`config.mk`:
```
export PLATFORM = sky130hd
export DESIGN_NAME = cla_add_sched
export DESIGN_NICKNAME = d
export VERILOG_FILES = /design/src/rtl/cla_sched_pkg.sv /design/src/rtl/cla_slice16.sv /design/src/rtl/cla_add_sched.sv
export SDC_FILE = /design/constraint.sdc
export NUM_CORES = 1
export LEC_CHECK = 0
export CAP_MARGIN = 40
export CORE_MARGIN = 4
export CORE_UTILIZATION = 47
export DETAILED_ROUTE_END_ITERATION = 12
export PLACE_DENSITY = 0.86
export SLEW_MARGIN = 20
export SYNTH_ARGS = -nofsm -noshare
export SYNTH_HDL_FRONTEND = slang
export SYNTH_SLANG_ARGS = --single-unit
```
`constraint.sdc`:
```
create_clock -name clk -period 3.75 [get_ports clk]
set_input_delay 0.375 -clock clk [delete_from_list [all_inputs] [get_ports clk]]
set_output_delay 0.375 -clock clk [all_outputs]
set_load 0.01 [all_outputs]
```
`src/rtl/cla_sched_pkg.sv`:
```
`default_nettype none
// ============================================================================
// Module   : cla_sched_pkg
// Purpose  : Shared constants and types for the shared-adder scheduler:
//            FSM state encoding, default operand/slice widths, id width.
// Revision : 1.0 - initial release
// ============================================================================
package cla_sched_pkg;

  // Default operand width and adder slice width
  localparam int C_DEF_WIDTH = 32;
  localparam int C_DEF_SLICE = 16;

  // Width of the requester id carried with each operation
  localparam int C_ID_W      = 1;

  // Width of one first-level lookahead block inside the slice adder
  localparam int C_BLK_W     = 4;

  // Scheduler FSM state encoding
  typedef enum logic [1:0] {
    IDLE = 2'd0,
    CALC = 2'd1,
    DONE = 2'd2
  } state_e;

endpackage : cla_sched_pkg
`default_nettype wire

```
`src/rtl/cla_slice16.sv`:
```
`default_nettype none
// ============================================================================
// Module   : cla_slice16
// Purpose  : SLICE-bit combinational carry-lookahead adder. Built from 4-bit
//            lookahead blocks (local generate/propagate) and a second-level
//            lookahead unit producing every block carry-in directly from the
//            block group generate/propagate terms and the slice carry-in.
//            SLICE must be a multiple of 4.
// Revision : 1.0 - initial release
// ============================================================================
module cla_slice16
  import cla_sched_pkg::*;
#(
  parameter int SLICE = C_DEF_SLICE
) (
  input  logic [SLICE-1:0] i_a,
  input  logic [SLICE-1:0] i_b,
  input  logic             i_cin,
  output logic [SLICE-1:0] o_sum,
  output logic             o_cout
);

  localparam int NBLK = SLICE / C_BLK_W;

  logic [NBLK-1:0] w_bg;   // block group generate
  logic [NBLK-1:0] w_bp;   // block group propagate
  logic [NBLK:0]   w_bc;   // carry into each block; top bit is slice carry-out
  logic            w_acc;
  logic            w_term;

  // First level: 4-bit lookahead blocks
  generate
    for (genvar j = 0; j < NBLK; j++) begin : g_blk
      logic [3:0] w_g;
      logic [3:0] w_p;
      logic [3:0] w_c;

      assign w_g = i_a[j*C_BLK_W +: C_BLK_W] & i_b[j*C_BLK_W +: C_BLK_W];
      assign w_p = i_a[j*C_BLK_W +: C_BLK_W] ^ i_b[j*C_BLK_W +: C_BLK_W];

      assign w_c[0] = w_bc[j];
      assign w_c[1] = w_g[0] | (w_p[0] & w_bc[j]);
      assign w_c[2] = w_g[1] | (w_p[1] & w_g[0]) | (w_p[1] & w_p[0] & w_bc[j]);
      assign w_c[3] = w_g[2] | (w_p[2] & w_g[1]) | (w_p[2] & w_p[1] & w_g[0])
                    | (w_p[2] & w_p[1] & w_p[0] & w_bc[j]);

      assign w_bg[j] = w_g[3] | (w_p[3] & w_g[2]) | (w_p[3] & w_p[2] & w_g[1])
                     | (w_p[3] & w_p[2] & w_p[1] & w_g[0]);
      assign w_bp[j] = &w_p;

      assign o_sum[j*C_BLK_W +: C_BLK_W] = w_p ^ w_c;
    end
  endgenerate

  // Second level: flattened lookahead, each block carry as a sum of products
  always_comb begin
    w_bc   = '0;
    w_acc  = 1'b0;
    w_term = 1'b0;
    w_bc[0] = i_cin;
    for (int j = 1; j <= NBLK; j++) begin
      // carry-in propagated through every lower block
      w_acc = i_cin;
      for (int m = 0; m < j; m++) begin
        w_acc = w_acc & w_bp[m];
      end
      // generate in block m propagated through blocks m+1..j-1
      for (int m = 0; m < j; m++) begin
        w_term = w_bg[m];
        for (int n = m + 1; n < j; n++) begin
          w_term = w_term & w_bp[n];
        end
        w_acc = w_acc | w_term;
      end
      w_bc[j] = w_acc;
    end
  end

  assign o_cout = w_bc[NBLK];

endmodule : cla_slice16
`default_nettype wire

```
`src/rtl/cla_add_sched.sv`:
```
`default_nettype none
// ============================================================================
// Module   : cla_add_sched
// Purpose  : Two-requester round-robin scheduler for one shared SLICE-bit
//            lookahead adder. A WIDTH-bit add is sequenced over WIDTH/SLICE
//            cycles with the inter-slice carry held in a register; the result
//            returns with carry-out, signed overflow and requester id.
// Options  : ADDSCHED_SUB_EN - adds reqN_sub ports; sub=1 computes a - b as
//            a + ~b + 1 (cout = 1 means no borrow).
// Revision : 1.0 - initial release
// ============================================================================
module cla_add_sched
  import cla_sched_pkg::*;
#(
  parameter int WIDTH = C_DEF_WIDTH,
  parameter int SLICE = C_DEF_SLICE
) (
  input  logic              clk,
  input  logic              rst,
  input  logic              req0_valid,
  output logic              req0_ready,
  input  logic [WIDTH-1:0]  req0_a,
  input  logic [WIDTH-1:0]  req0_b,
  input  logic              req0_cin,
  input  logic              req1_valid,
  output logic              req1_ready,
  input  logic [WIDTH-1:0]  req1_a,
  input  logic [WIDTH-1:0]  req1_b,
  input  logic              req1_cin,
`ifdef ADDSCHED_SUB_EN
  input  logic              req0_sub,
  input  logic              req1_sub,
`endif
  output logic              rsp_valid,
  input  logic              rsp_ready,
  output logic [WIDTH-1:0]  rsp_sum,
  output logic              rsp_cout,
  output logic              rsp_ofl,
  output logic [C_ID_W-1:0] rsp_id,
  output logic              busy
);

  localparam int NSLICE = WIDTH / SLICE;
  localparam int KW     = (NSLICE > 1) ? $clog2(NSLICE) : 1;

  state_e              r_state;
  state_e              w_next;
  logic [KW-1:0]       r_k;
  logic                r_carry;
  logic [WIDTH-1:0]    r_a;
  logic [WIDTH-1:0]    r_b;
  logic [WIDTH-1:0]    r_sum;
  logic [C_ID_W-1:0]   r_id;
  logic [C_ID_W-1:0]   r_last;
  logic                r_cout;
  logic                r_ofl;

  logic                w_grant0;
  logic                w_grant1;
  logic                w_hs;
  logic                w_last_slice;
  logic [WIDTH-1:0]    w_sel_a;
  logic [WIDTH-1:0]    w_sel_b;
  logic                w_sel_cin;
  logic [WIDTH-1:0]    w_b_eff;
  logic                w_cin_eff;
  logic [31:0]         w_base;
  logic [SLICE-1:0]    w_slice_a;
  logic [SLICE-1:0]    w_slice_b;
  logic [SLICE-1:0]    w_slice_sum;
  logic                w_slice_cout;

  // Round-robin grant: a tie goes to the requester not served last
  assign w_grant0 = req0_valid & (~req1_valid | (r_last == C_ID_W'(1)));
  assign w_grant1 = req1_valid & (~req0_valid | (r_last == C_ID_W'(0)));
  assign w_hs     = (r_state == IDLE) & ~rst & (w_grant0 | w_grant1);

  // Operand mux for the granted requester
  always_comb begin
    w_sel_a   = req0_a;
    w_sel_b   = req0_b;
    w_sel_cin = req0_cin;
    if (w_grant1) begin
      w_sel_a   = req1_a;
      w_sel_b   = req1_b;
      w_sel_cin = req1_cin;
    end
  end

`ifdef ADDSCHED_SUB_EN
  logic w_sel_sub;
  assign w_sel_sub = w_grant1 ? req1_sub : req0_sub;
  assign w_b_eff   = w_sel_sub ? ~w_sel_b : w_sel_b;
  assign w_cin_eff = w_sel_sub | w_sel_cin;
`else
  assign w_b_eff   = w_sel_b;
  assign w_cin_eff = w_sel_cin;
`endif

  // Current slice of the latched operands feeds the single shared adder
  assign w_base       = 32'(r_k) * 32'(SLICE);
  assign w_slice_a    = r_a[w_base +: SLICE];
  assign w_slice_b    = r_b[w_base +: SLICE];
  assign w_last_slice = (r_k == KW'(NSLICE - 1));

  cla_slice16 #(
    .SLICE (SLICE)
  ) u_slice (
    .i_a    (w_slice_a),
    .i_b    (w_slice_b),
    .i_cin  (r_carry),
    .o_sum  (w_slice_sum),
    .o_cout (w_slice_cout)
  );

  // FSM state register
  always_ff @(posedge clk or posedge rst) begin
    if (rst) r_state <= IDLE;
    else     r_state <= w_next;
  end

  // FSM next state and request-ready decode; ready is held low during reset
  always_comb begin
    w_next     = r_state;
    req0_ready = 1'b0;
    req1_ready = 1'b0;
    case (r_state)
      IDLE: begin
        req0_ready = w_grant0 & ~rst;
        req1_ready = w_grant1 & ~rst;
        if (w_hs) w_next = CALC;
      end
      CALC: if (w_last_slice) w_next = DONE;
      DONE: if (rsp_ready)    w_next = IDLE;
      default: w_next = IDLE;
    endcase
  end

  // Datapath: latch operands, step one slice per cycle, record the result
  always_ff @(posedge clk or posedge rst) begin
    if (rst) begin
      r_k     <= '0;
      r_carry <= 1'b0;
      r_a     <= '0;
      r_b     <= '0;
      r_sum   <= '0;
      r_id    <= '0;
      r_last  <= C_ID_W'(1);
      r_cout  <= 1'b0;
      r_ofl   <= 1'b0;
    end else begin
      case (r_state)
        IDLE: begin
          if (w_hs) begin
            r_a     <= w_sel_a;
            r_b     <= w_b_eff;
            r_carry <= w_cin_eff;
            r_id    <= w_grant1 ? C_ID_W'(1) : C_ID_W'(0);
            r_k     <= '0;
            r_sum   <= '0;
          end
        end
        CALC: begin
          r_sum[w_base +: SLICE] <= w_slice_sum;
          r_carry                <= w_slice_cout;
          r_k                    <= r_k + KW'(1);
          if (w_last_slice) begin
            r_cout <= w_slice_cout;
            r_ofl  <= (r_a[WIDTH-1] == r_b[WIDTH-1]) &
                      (w_slice_sum[SLICE-1] != r_a[WIDTH-1]);
          end
        end
        DONE: begin
          if (rsp_ready) r_last <= r_id;
        end
        default: ;
      endcase
    end
  end

  assign rsp_valid = (r_state == DONE);
  assign rsp_sum   = r_sum;
  assign rsp_cout  = r_cout;
  assign rsp_ofl   = r_ofl;
  assign rsp_id    = r_id;
  assign busy      = (r_state != IDLE);

endmodule : cla_add_sched
`default_nettype wire

```
Word-level counts from Yosys, hierarchy flattened --
Cells that the tools add are included.
Word-level totals: bits in registers 104, bits of input ports 135, output and inout port bits 39, word-level logic and storage cells 190
Operators by class: $add $sub $neg 2, eq/ne operators 7, shift-type cells 4, muxes and demuxes 17, bitwise logic cells 138, reduce and logical (&&, ||, !) cells 12
Operators with widths (count):
- $mux W32 | 3
- $and A1 B1 Y1 | 73
- $pmux W32 S2 | 1
- $shiftx A32 B6 Y16 | 2
- $or A1 B1 Y1 | 49
- $neg A5 Y34 | 1
- $shift A16 B34 Y32 const A | 1
- $shiftx A16 B34 Y32 | 1
- $bwmux W32 | 1
- $xor A4 B4 Y4 | 8
- $and A4 B4 Y4 | 4
- $reduce_and A4 Y1 | 4
- $reduce_and A2 Y1 | 4
- $mux W1 | 6
- $mux W2 | 3
- $pmux W2 S3 | 1
- $ne A2 B2 Y1 const B | 2
- $not A1 Y1 | 4
- $pmux W1 S2 | 2
- $reduce_bool A2 Y1 | 2
- $reduce_and A3 Y1 | 1
- $eq A2 B1 Y1 const B | 1
- $eq A2 B2 Y1 const B | 1
- $logic_not A2 Y1 | 1
- other kinds (4) | 4

Logic depth before layout (Yosys ltp) --
Gate-level depths: netlist of run 1.
depth in word-level cells 17, gate-level depth with buffers 14, mapped depth without buffers 12

Modules after synthesis --
Synthesis of run 1 repeated with hierarchy kept, for this count alone.
Second synthesis, totals: cell total of the unflattened synthesis 544, area, all modules 5681.7 sq um
Modules (own cells, without submodules):
- cla_add_sched | instances 1, cells each 461, area an instance 4966.0 sq um, sequential area each 2603.7 sq um
- cla_slice16 | instances 1, cells each 83, area an instance 715.7 sq um, sequential area each 0.0 sq um

Worst setup path after synthesis of run 1 --
No wires, ideal clock.
path type register to register, start reg r_k, end reg r_sum[13], in the netlist rsp_sum[13], setup time 0.135 ns, arrival time 3.260 ns, data required time 3.615 ns, setup slack 0.355 ns, stages on the path, launching flop included 15, path buffers 2, clock period less this slack 3.395 ns, cells stage by stage dfrtp_1 -> buf_6 -> clkbuf_1 -> mux2i_1 -> inv_1 -> ha_1 -> a21oi_1 -> nor2_1 -> or2_2 -> a21oi_1 -> o221ai_1 -> a21o_1 -> fa_1 -> xnor2_1 -> o22ai_1
Between the ends: longest elaborated chain between the ends 17, elaborated cells on any way between the ends 118, those cells by class add/sub: 1; shift: 4; mux: 2; bitwise: 108; reduce/logical: 3
RTL lines:
- start, declared | RTL line cla_add_sched.sv:48 | logic [KW-1:0] r_k;
- start signal, assigned | RTL line cla_add_sched.sv:166 | r_k <= r_k + KW'(1);
- $shiftx A32 B6 Y16, on equally long branches | RTL line cla_add_sched.sv:102, cla_add_sched.sv:103
- $xor A4 B4 Y4 / $and A4 B4 Y4 (equally long branches) | RTL line cla_slice16.sv:39, cla_slice16.sv:38
- $and A1 B1 Y1, on equally long branches | RTL line cla_slice16.sv:47, cla_slice16.sv:48
- $or A1 B1 Y1 (tied with other cells) | RTL line cla_slice16.sv:47 | assign w_bg[j] = w_g[3] | (w_p[3] & w_g[2]) | (w_p[3] & w_p[2] & w_g[1])
- $or A1 B1 Y1 / $and A1 B1 Y1 (equally long branches) | RTL line cla_slice16.sv:47, cla_slice16.sv:48
- $or A1 B1 Y1 | RTL line cla_slice16.sv:48 | | (w_p[3] & w_p[2] & w_p[1] & w_g[0]);
- $and A1 B1 Y1 (2 in series) | RTL line cla_slice16.sv:71 | w_term = w_term & w_bp[n];
- $or A1 B1 Y1 (3 in series) | RTL line cla_slice16.sv:73 | w_acc = w_acc | w_term;
- $and A1 B1 Y1, on equally long branches | RTL line cla_slice16.sv:42, cla_slice16.sv:43, cla_slice16.sv:45
- $or A1 B1 Y1, on equally long branches | RTL line cla_slice16.sv:42, cla_slice16.sv:43, cla_slice16.sv:45
- $xor A4 B4 Y4 | RTL line cla_slice16.sv:51 | assign o_sum[j*C_BLK_W +: C_BLK_W] = w_p ^ w_c;
- $shiftx A16 B34 Y32 | RTL line cla_add_sched.sv:164 | r_sum[w_base +: SLICE] <= w_slice_sum;
- $bwmux W32 (*) | RTL line cla_add_sched.sv:164
- $pmux W32 S2 (*) | RTL line cla_add_sched.sv:152 | case (r_state)
- end signal, assigned by index | RTL line cla_add_sched.sv:164
- end, declared | RTL line cla_add_sched.sv:52 | logic [WIDTH-1:0] r_sum;
Every way passes the cells marked *; elsewhere a longest branch is shown, timed or not. A chain may end at the register's enable or synchronous reset.

Final worst setup path of run 1 --
start reg r_k, end reg r_sum[29], in the netlist rsp_sum[29]
The elaborated chain is that of the path after synthesis.

==> out/results.tsv, run 1 <==
stage	metric	value	unit
routing	DR WL/cell	17.9	um
pwr	VDD IR max	0.515	mV
critical_path	CP Capture Type	flop	
floorplan	IO Count	174	
critical_path	crit path kind	flop to flop	
timing	Final Max Slew Viols	0	
timing	skew final	0.00447	ns
placed_design	RePlAce Congestion	0.885	
logic_synthesis	Synthesis Warnings	0	
cells_and_area	commonest non-fill, non-tap cell in the layout	clkdlybuf4s50_1	
timing	max_slew headroom	56.1	%
routing	via count	4811	
timing	RSZ-0062 raised after global routing	false	
clock_tree	CTS tree	built	
logic_synthesis	syn nets	710	
critical_path	CP startpoint kind	flop	
critical_path	reg2reg start	r_k	
cells_and_area	n_diodes	0	
logic_synthesis	cells after synthesis	555	
routing	drt first pass iters	6	
grt	GRT met1 Usage	27.1	%
logic_synthesis	Post-Syn Area	0.00557	mm2
timing	worst-margin pin slew	0.659	ns
timing	endpoints failing hold	0	
cells_and_area	fin cells	863	
floorplan	Site Rows	39	
cells_and_area	most frequent cells in the layout	clkdlybuf4s50_1, dfrtp_1, nor2_1, a21oi_1, mux2i_1	
logic_synthesis	synthesized flop and latch total	104	
logic_synthesis	Post-synth EDFFs	0	
timing	setup TNS	0	ns
grt	largest net degree at the start of global routing	77	
clock_tree	Num CTS Buffers	9	
clock_tree	clock root cell	clkbuf_16	
clock_tree	clock slew at reported path FFs	0.07	ns
critical_path	WP data arrival	3.70	ns
grt	Global Route met2 Usage	39.7	%
routing	Detail Route Antenna Nets	0	
grt	first-pass GRT wire length	24000	um
routing	Detailed Route Iter0 Violations	430	
grt	vias in the first global route	4909	
placed_design	# placed instances	847	
critical_path	Req. time, crit path	3.96	ns
floorplan	Die Height	117	um
logic_synthesis	Mean Syn Cell Area	10.0	um2
logic_synthesis	post-synthesis sequential area ratio	46.7	%
placed_design	Port-buffer cells	173	
pwr	Lkg Pwr	0.00333	uW
critical_path	crit path from	r_k	
timing	endpoints failing setup	0	
worst_hold_path	HP Class	input pin to asynchronous set/reset pin	
logic_synthesis	synth unique cells	40	
grt	GR Overflow Total	0	
clock_tree	later-pin clock latency in the skew report	0.35	ns
placed_design	hpwl dp	11900	um
cells_and_area	nets@finish	870	
timing	fmax	286	MHz
cells_and_area	layout cell share with drive strength beyond 1	9.58	%
critical_path	Worst R2R Path Depth	12	
pwr	Power per Cell Area	942	mW/mm2
pwr	total power	7360	uW
flow_run	max_cap viols	0	
status	run status	completed	
grt	busiest grt layer	met2	
routing	residual DRC count	0	
cells_and_area	fin area	0.00781	mm2
timing	Final period util	93.1	%
floorplan	core area	0.0115	mm2
logic_synthesis	Synth Flop Type	dfrtp_1	
timing	Hold WS	0.435	ns
clock_tree	# clock sinks	104	
grt	initial antenna violation count	0	
grt	Total GRT Usage	22.8	%
routing	via density per instance	5.57	
clock_tree	CTS Buffer Depth	2	
clock_tree	# hold bufs at CTS	0	
clock_tree	H-tree levels	3	
critical_path	crit path max fanout	14	
floorplan	Die ar.	0.0137	mm2
cells_and_area	P&R area growth vs syn	40.2	%
routing	Total Wirelength	15400	um
timing	min Tclk post-route	3.49	ns
placed_design	area of placed instances	0.00747	mm2
floorplan	Initial Util	48.4	%
logic_synthesis	ys async rst share	100	%
grt	met3 Use GR	5.04	%
floorplan	Die X	117	um
## through the flow
step / utilization (%) / setup WS, ns
finish: 67.9 / 0.258
floorplan: - / 0.355
CTS: 67.8 / 0.122
global placement: 64.4 / 0.320
global route: 67.9 / 0.0450
detailed placement: 64.9 / 0.171
## layout make-up
type | instances | area (um2)
fill | 864 | 3700
multi-input combinational | 398 | 2760
sequential | 104 | 2610
timing repair buffer | 184 | 1860
clock buffer | 11 | 253
tap | 143 | 179
clock inverter | 5 | 87.6
inverter | 18 | 70.1
## flip-flops by register name, indices dropped and copies added, names as in the netlist
register / count
rsp_ofl: 1
r_last: 1
r_b: 32
r_a: 32
rsp_cout: 1
r_carry: 1
rsp_sum: 32
r_state: 2
r_k: 1
rsp_id: 1
## report_power, final
| group | internal [uW] | switching [uW] |
|---|---|---|
| Sequential | 1650 | 371 |
| Combinational | 1880 | 2420 |
| Clock | 627 | 420 |
| Total | 4150 | 3210 |
## timing repair
action / CTS / global route
gates resized for setup: 0 / 1
buffers inserted: 0 / 0
endpoints found under the setup margin: 0 / 4
## path summary, 6_finish.rpt
check                              end  slack (ns)
max reg2reg                rsp_sum[29]        0.26
min reg2reg                rsp_sum[24]        0.53
max                        rsp_sum[29]        0.26
min                             rsp_id        0.44
min in group clk           rsp_sum[24]        0.53
max in group asynchronous      r_a[17]        2.70
## synth_stat cells, types with 2 or more instances
cell type	instances	area share, %
o22ai_1	32	3.6
xor2_1	6	0.94
dfrtp_1	103	46
a21oi_1	74	6.6
mux2i_1	71	13
a31oi_1	4	0.45
nor2_1	78	5.3
or2_2	2	0.22
o21ai_0	10	0.90
and3_1	2	0.22
nand3_1	3	0.27
nand2b_1	6	0.67
xnor2_1	5	0.79
clkbuf_1	13	0.88
ha_1	16	3.6
nor3_1	2	0.18
buf_2	20	1.8
mux2_2	28	5.7
nand2_1	37	2.5
inv_1	18	1.2
o21bai_1	3	0.40
fa_1	4	1.4
## per-layer routing
layer	part of all wire [%]	vias up	wire, um
met1	39	2309	6040
met4	3.3	0	511
met5	0	-	0
met2	51	193	7900
li1	-	2273	-
met3	6.4	36	991
## critical path, cell delays in order (launching register included)
cell and delay, ns:
dfrtp_2 0.55, mux2i_1 0.36, inv_1 0.08, ha_1 0.29, a21oi_1 0.20, nor2_1 0.08, or2_2 0.31, a21oi_1 0.29
o221ai_1 0.22, a21o_1 0.24, fa_1 0.40, xnor2_1 0.22, o22ai_1 0.10
## cell families after synthesis
family	synth area share, %
AOI/OAI and AO/OA	13.8
xor gates and xnor gates	1.73
adders and majority gates	5.03
buffers and inverters	4.15
DFF	46.7
muxes	18.4
and+or+nand+nor	10.1
Power figures use the tool's default switching activity.
==> run 2: changes to the inputs <==
--- a/config.mk
+++ b/config.mk
@@ -6,11 +6,13 @@
 export NUM_CORES = 1
 export LEC_CHECK = 0
 export CAP_MARGIN = 40
+export CORE_ASPECT_RATIO = 0.75
 export CORE_MARGIN = 4
-export CORE_UTILIZATION = 47
+export CORE_UTILIZATION = 51
 export DETAILED_ROUTE_END_ITERATION = 12
-export PLACE_DENSITY = 0.86
+export PLACE_DENSITY = 0.92
 export SLEW_MARGIN = 20
 export SYNTH_ARGS = -nofsm -noshare
 export SYNTH_HDL_FRONTEND = slang
 export SYNTH_SLANG_ARGS = --single-unit
+export TNS_END_PERCENT = 10
==> constraint.sdc (replaced) <==
create_clock -name clk -period 4.5 [get_ports clk]
set_input_delay 0.45 -clock clk [delete_from_list [all_inputs] [get_ports clk]]
set_output_delay 0.45 -clock clk [all_outputs]
set_load 0.01 [all_outputs]
==> run 2 against run 1 <==
  * Sequential share of layout area is essentially flat
  * Power shrank 18%
  * Utilization rose by 6.5 points
  * Hold slack improved by 0.0054 ns
  * Non-clock buffer count did not move
  * Flip-flop and latch count unchanged
  * Register-to-register slack improved by 0.52 ns
  * Via count down 0.77%
  * Worst setup slack better by 0.52 ns
  * Critical path depth is 1 lower
  * Sequential power is 17% lower
  * Design area shrank 0.14%
  * Highest routed layer unchanged
==> out/results.tsv, run 2 (synthesized netlist as in run 1, its figures left out) <==
stage	metric	value	unit
status	run status	completed	
cells_and_area	Final Core Density	74.4	%
placed_design	RePlAce Congestion	0.914	
timing	Final Max Slew Viols	0	
critical_path	reg2reg start	r_k	
cells_and_area	layout cell share with drive strength beyond 1	9.32	%
timing	worst-margin pin slew	0.603	ns
pwr	Logic pwr share	58.9	%
timing	min Tclk post-route	3.73	ns
critical_path	worst r2r dst	rsp_sum[13]	
clock_tree	Num CTS Buffers	9	
floorplan	Die Height	98.5	um
grt	largest net degree at the start of global routing	99	
timing	fmax	268	MHz
floorplan	Initial Util	53.1	%
clock_tree	# clock sinks	104	
critical_path	crit path max fanout	16	
pwr	VDD IR max	0.498	mV
pwr	Clk pwr share	13.2	%
critical_path	Worst R2R Path Depth	11	
critical_path	CP Capture Type	flop	
pwr	Lkg Pwr	0.00332	uW
critical_path	WP data arrival	3.91	ns
floorplan	Site Rows	32	
cells_and_area	commonest non-fill, non-tap cell in the layout	clkdlybuf4s50_1	
routing	via density per instance	5.58	
floorplan	Die ar.	0.0127	mm2
critical_path	FF-to-FF setup slack	0.77	ns
pwr	Pint	3410	uW
timing	endpoints failing hold	0	
pwr	sw frac	43.3	%
clock_tree	# hold bufs at CTS	0	
timing	Hold WS	0.441	ns
grt	initial antenna violation count	0	
grt	first-pass GRT wire length	24000	um
critical_path	slowest CP cell	dfrtp_1	
flow_run	max_cap viols	0	
cells_and_area	n_diodes	0	
critical_path	CP Cell Sequence	buf_4 > mux2_2 > ha_1 > a211oi_2 > o21bai_1 > a21oi_1 > o221ai_1 > a21o_1 > fa_1 > xnor2_1 > o22ai_1	
clock_tree	CTS Buffer Depth	2	
timing	RSZ-0062 raised after global routing	false	
cells_and_area	most frequent cells in the layout	clkdlybuf4s50_1, dfrtp_1, nor2_1, a21oi_1, mux2i_1	
worst_hold_path	HP Class	input pin to asynchronous set/reset pin	
placed_design	Port-buffer cells	173	
grt	Total GRT Usage	23.7	%
clock_tree	clock slew at reported path FFs	0.07	ns
timing	skew final	0.00656	ns
critical_path	Req. time, crit path	4.68	ns
critical_path	crit-path max cell delay	0.72	ns
clock_tree	Resized Gates After CTS	0	
cells_and_area	P&R area growth vs syn	40.0	%
pwr	Sequential Power Share	27.9	%
routing	via count	4774	
timing	max_slew headroom	59.8	%
routing	Detailed Route Iter0 Violations	348	
timing	endpoints failing setup	0	
critical_path	crit path kind	flop to flop	
pwr	net switching power	2600	uW
routing	DR WL/cell	17.8	um
clock_tree	later-pin clock latency in the skew report	0.34	ns
grt	vias in the first global route	4865	
routing	residual DRC count	0	
clock_tree	clock root cell	clkbuf_16	
routing	Total Wirelength	15200	um
placed_design	area of placed instances	0.00747	mm2
clock_tree	CTS tree	built	
critical_path	CP startpoint kind	flop	
floorplan	core area	0.0105	mm2
clock_tree	H-tree levels	3	
floorplan	Die X	129	um
timing	Final period util	82.8	%
clock_tree	total setup buffers inserted after CTS	0	
grt	GR Overflow Total	0	
cells_and_area	fin area	0.00780	mm2
timing	setup TNS	0	ns
placed_design	hpwl dp	11800	um
routing	drt first pass iters	6	
cells_and_area	nets@finish	870	
pwr	Power per Cell Area	769	mW/mm2
floorplan	IO Count	174	
routing	Detail Route Antenna Nets	0	
## run 2: cell types whose count changed in the layout (fill, tap and decap cells not counted), sizes merged
cell and delta:
inv -1, bufinv -1, clkinvlp +1
## run 2: worst max path at each step
stage	startpoint	to	slack (ns)
floorplan	r_k	rsp_sum[13]	1.11
CTS	r_k	rsp_sum[13]	0.84
global placement	r_k	rsp_sum[13]	1.06
finish	r_k	rsp_sum[13]	0.77
global route	r_k	rsp_sum[13]	0.59
detailed placement	r_k	rsp_sum[29]	0.87
## run 2: power by group through the flow
stage               Combinational, uW  Clock [uW]  Sequential, uW
floorplan                        2350           0            1600
global placement                 3250           0            1660
detailed placement               3450           0            1680
CTS                              3490         801            1670
global route                     3860         835            1720
finish                           3540         790            1670
## run 2: layer usage
metal | track usage [%] | wire [um]
met2 | 40.9 | 7640
met4 | 7.10 | 339
met3 | 4.28 | 1040
met5 | 0 | 0
met1 | 30.3 | 6200
## run 2: through the flow
step	worst slack [ns]	total power (uW)	cells
finish	0.773	6000	855
global route	0.593	6410	855
CTS	0.838	5960	854
detailed placement	0.872	5120	839
global placement	1.06	4910	836
floorplan	1.11	3950	555
## run 2: critical path: cells and delay by family (launching register included)
family,cells,cell delay (ns)
AOI/OAI and AO/OA,6,1.19
xor gates and xnor gates,1,0.26
adders and majority gates,2,0.75
buffers and inverters,1,0.29
DFF,1,0.72
muxes,1,0.36
## run 2: layout make-up
class / count / area [um2]
multi-input combinational: 398 / 2760
fill: 716 / 2690
sequential: 104 / 2600
timing repair buffer: 184 / 1890
clock buffer: 11 / 253
tap: 136 / 170
inverter: 18 / 70.1
clock inverter: 4 / 53.8
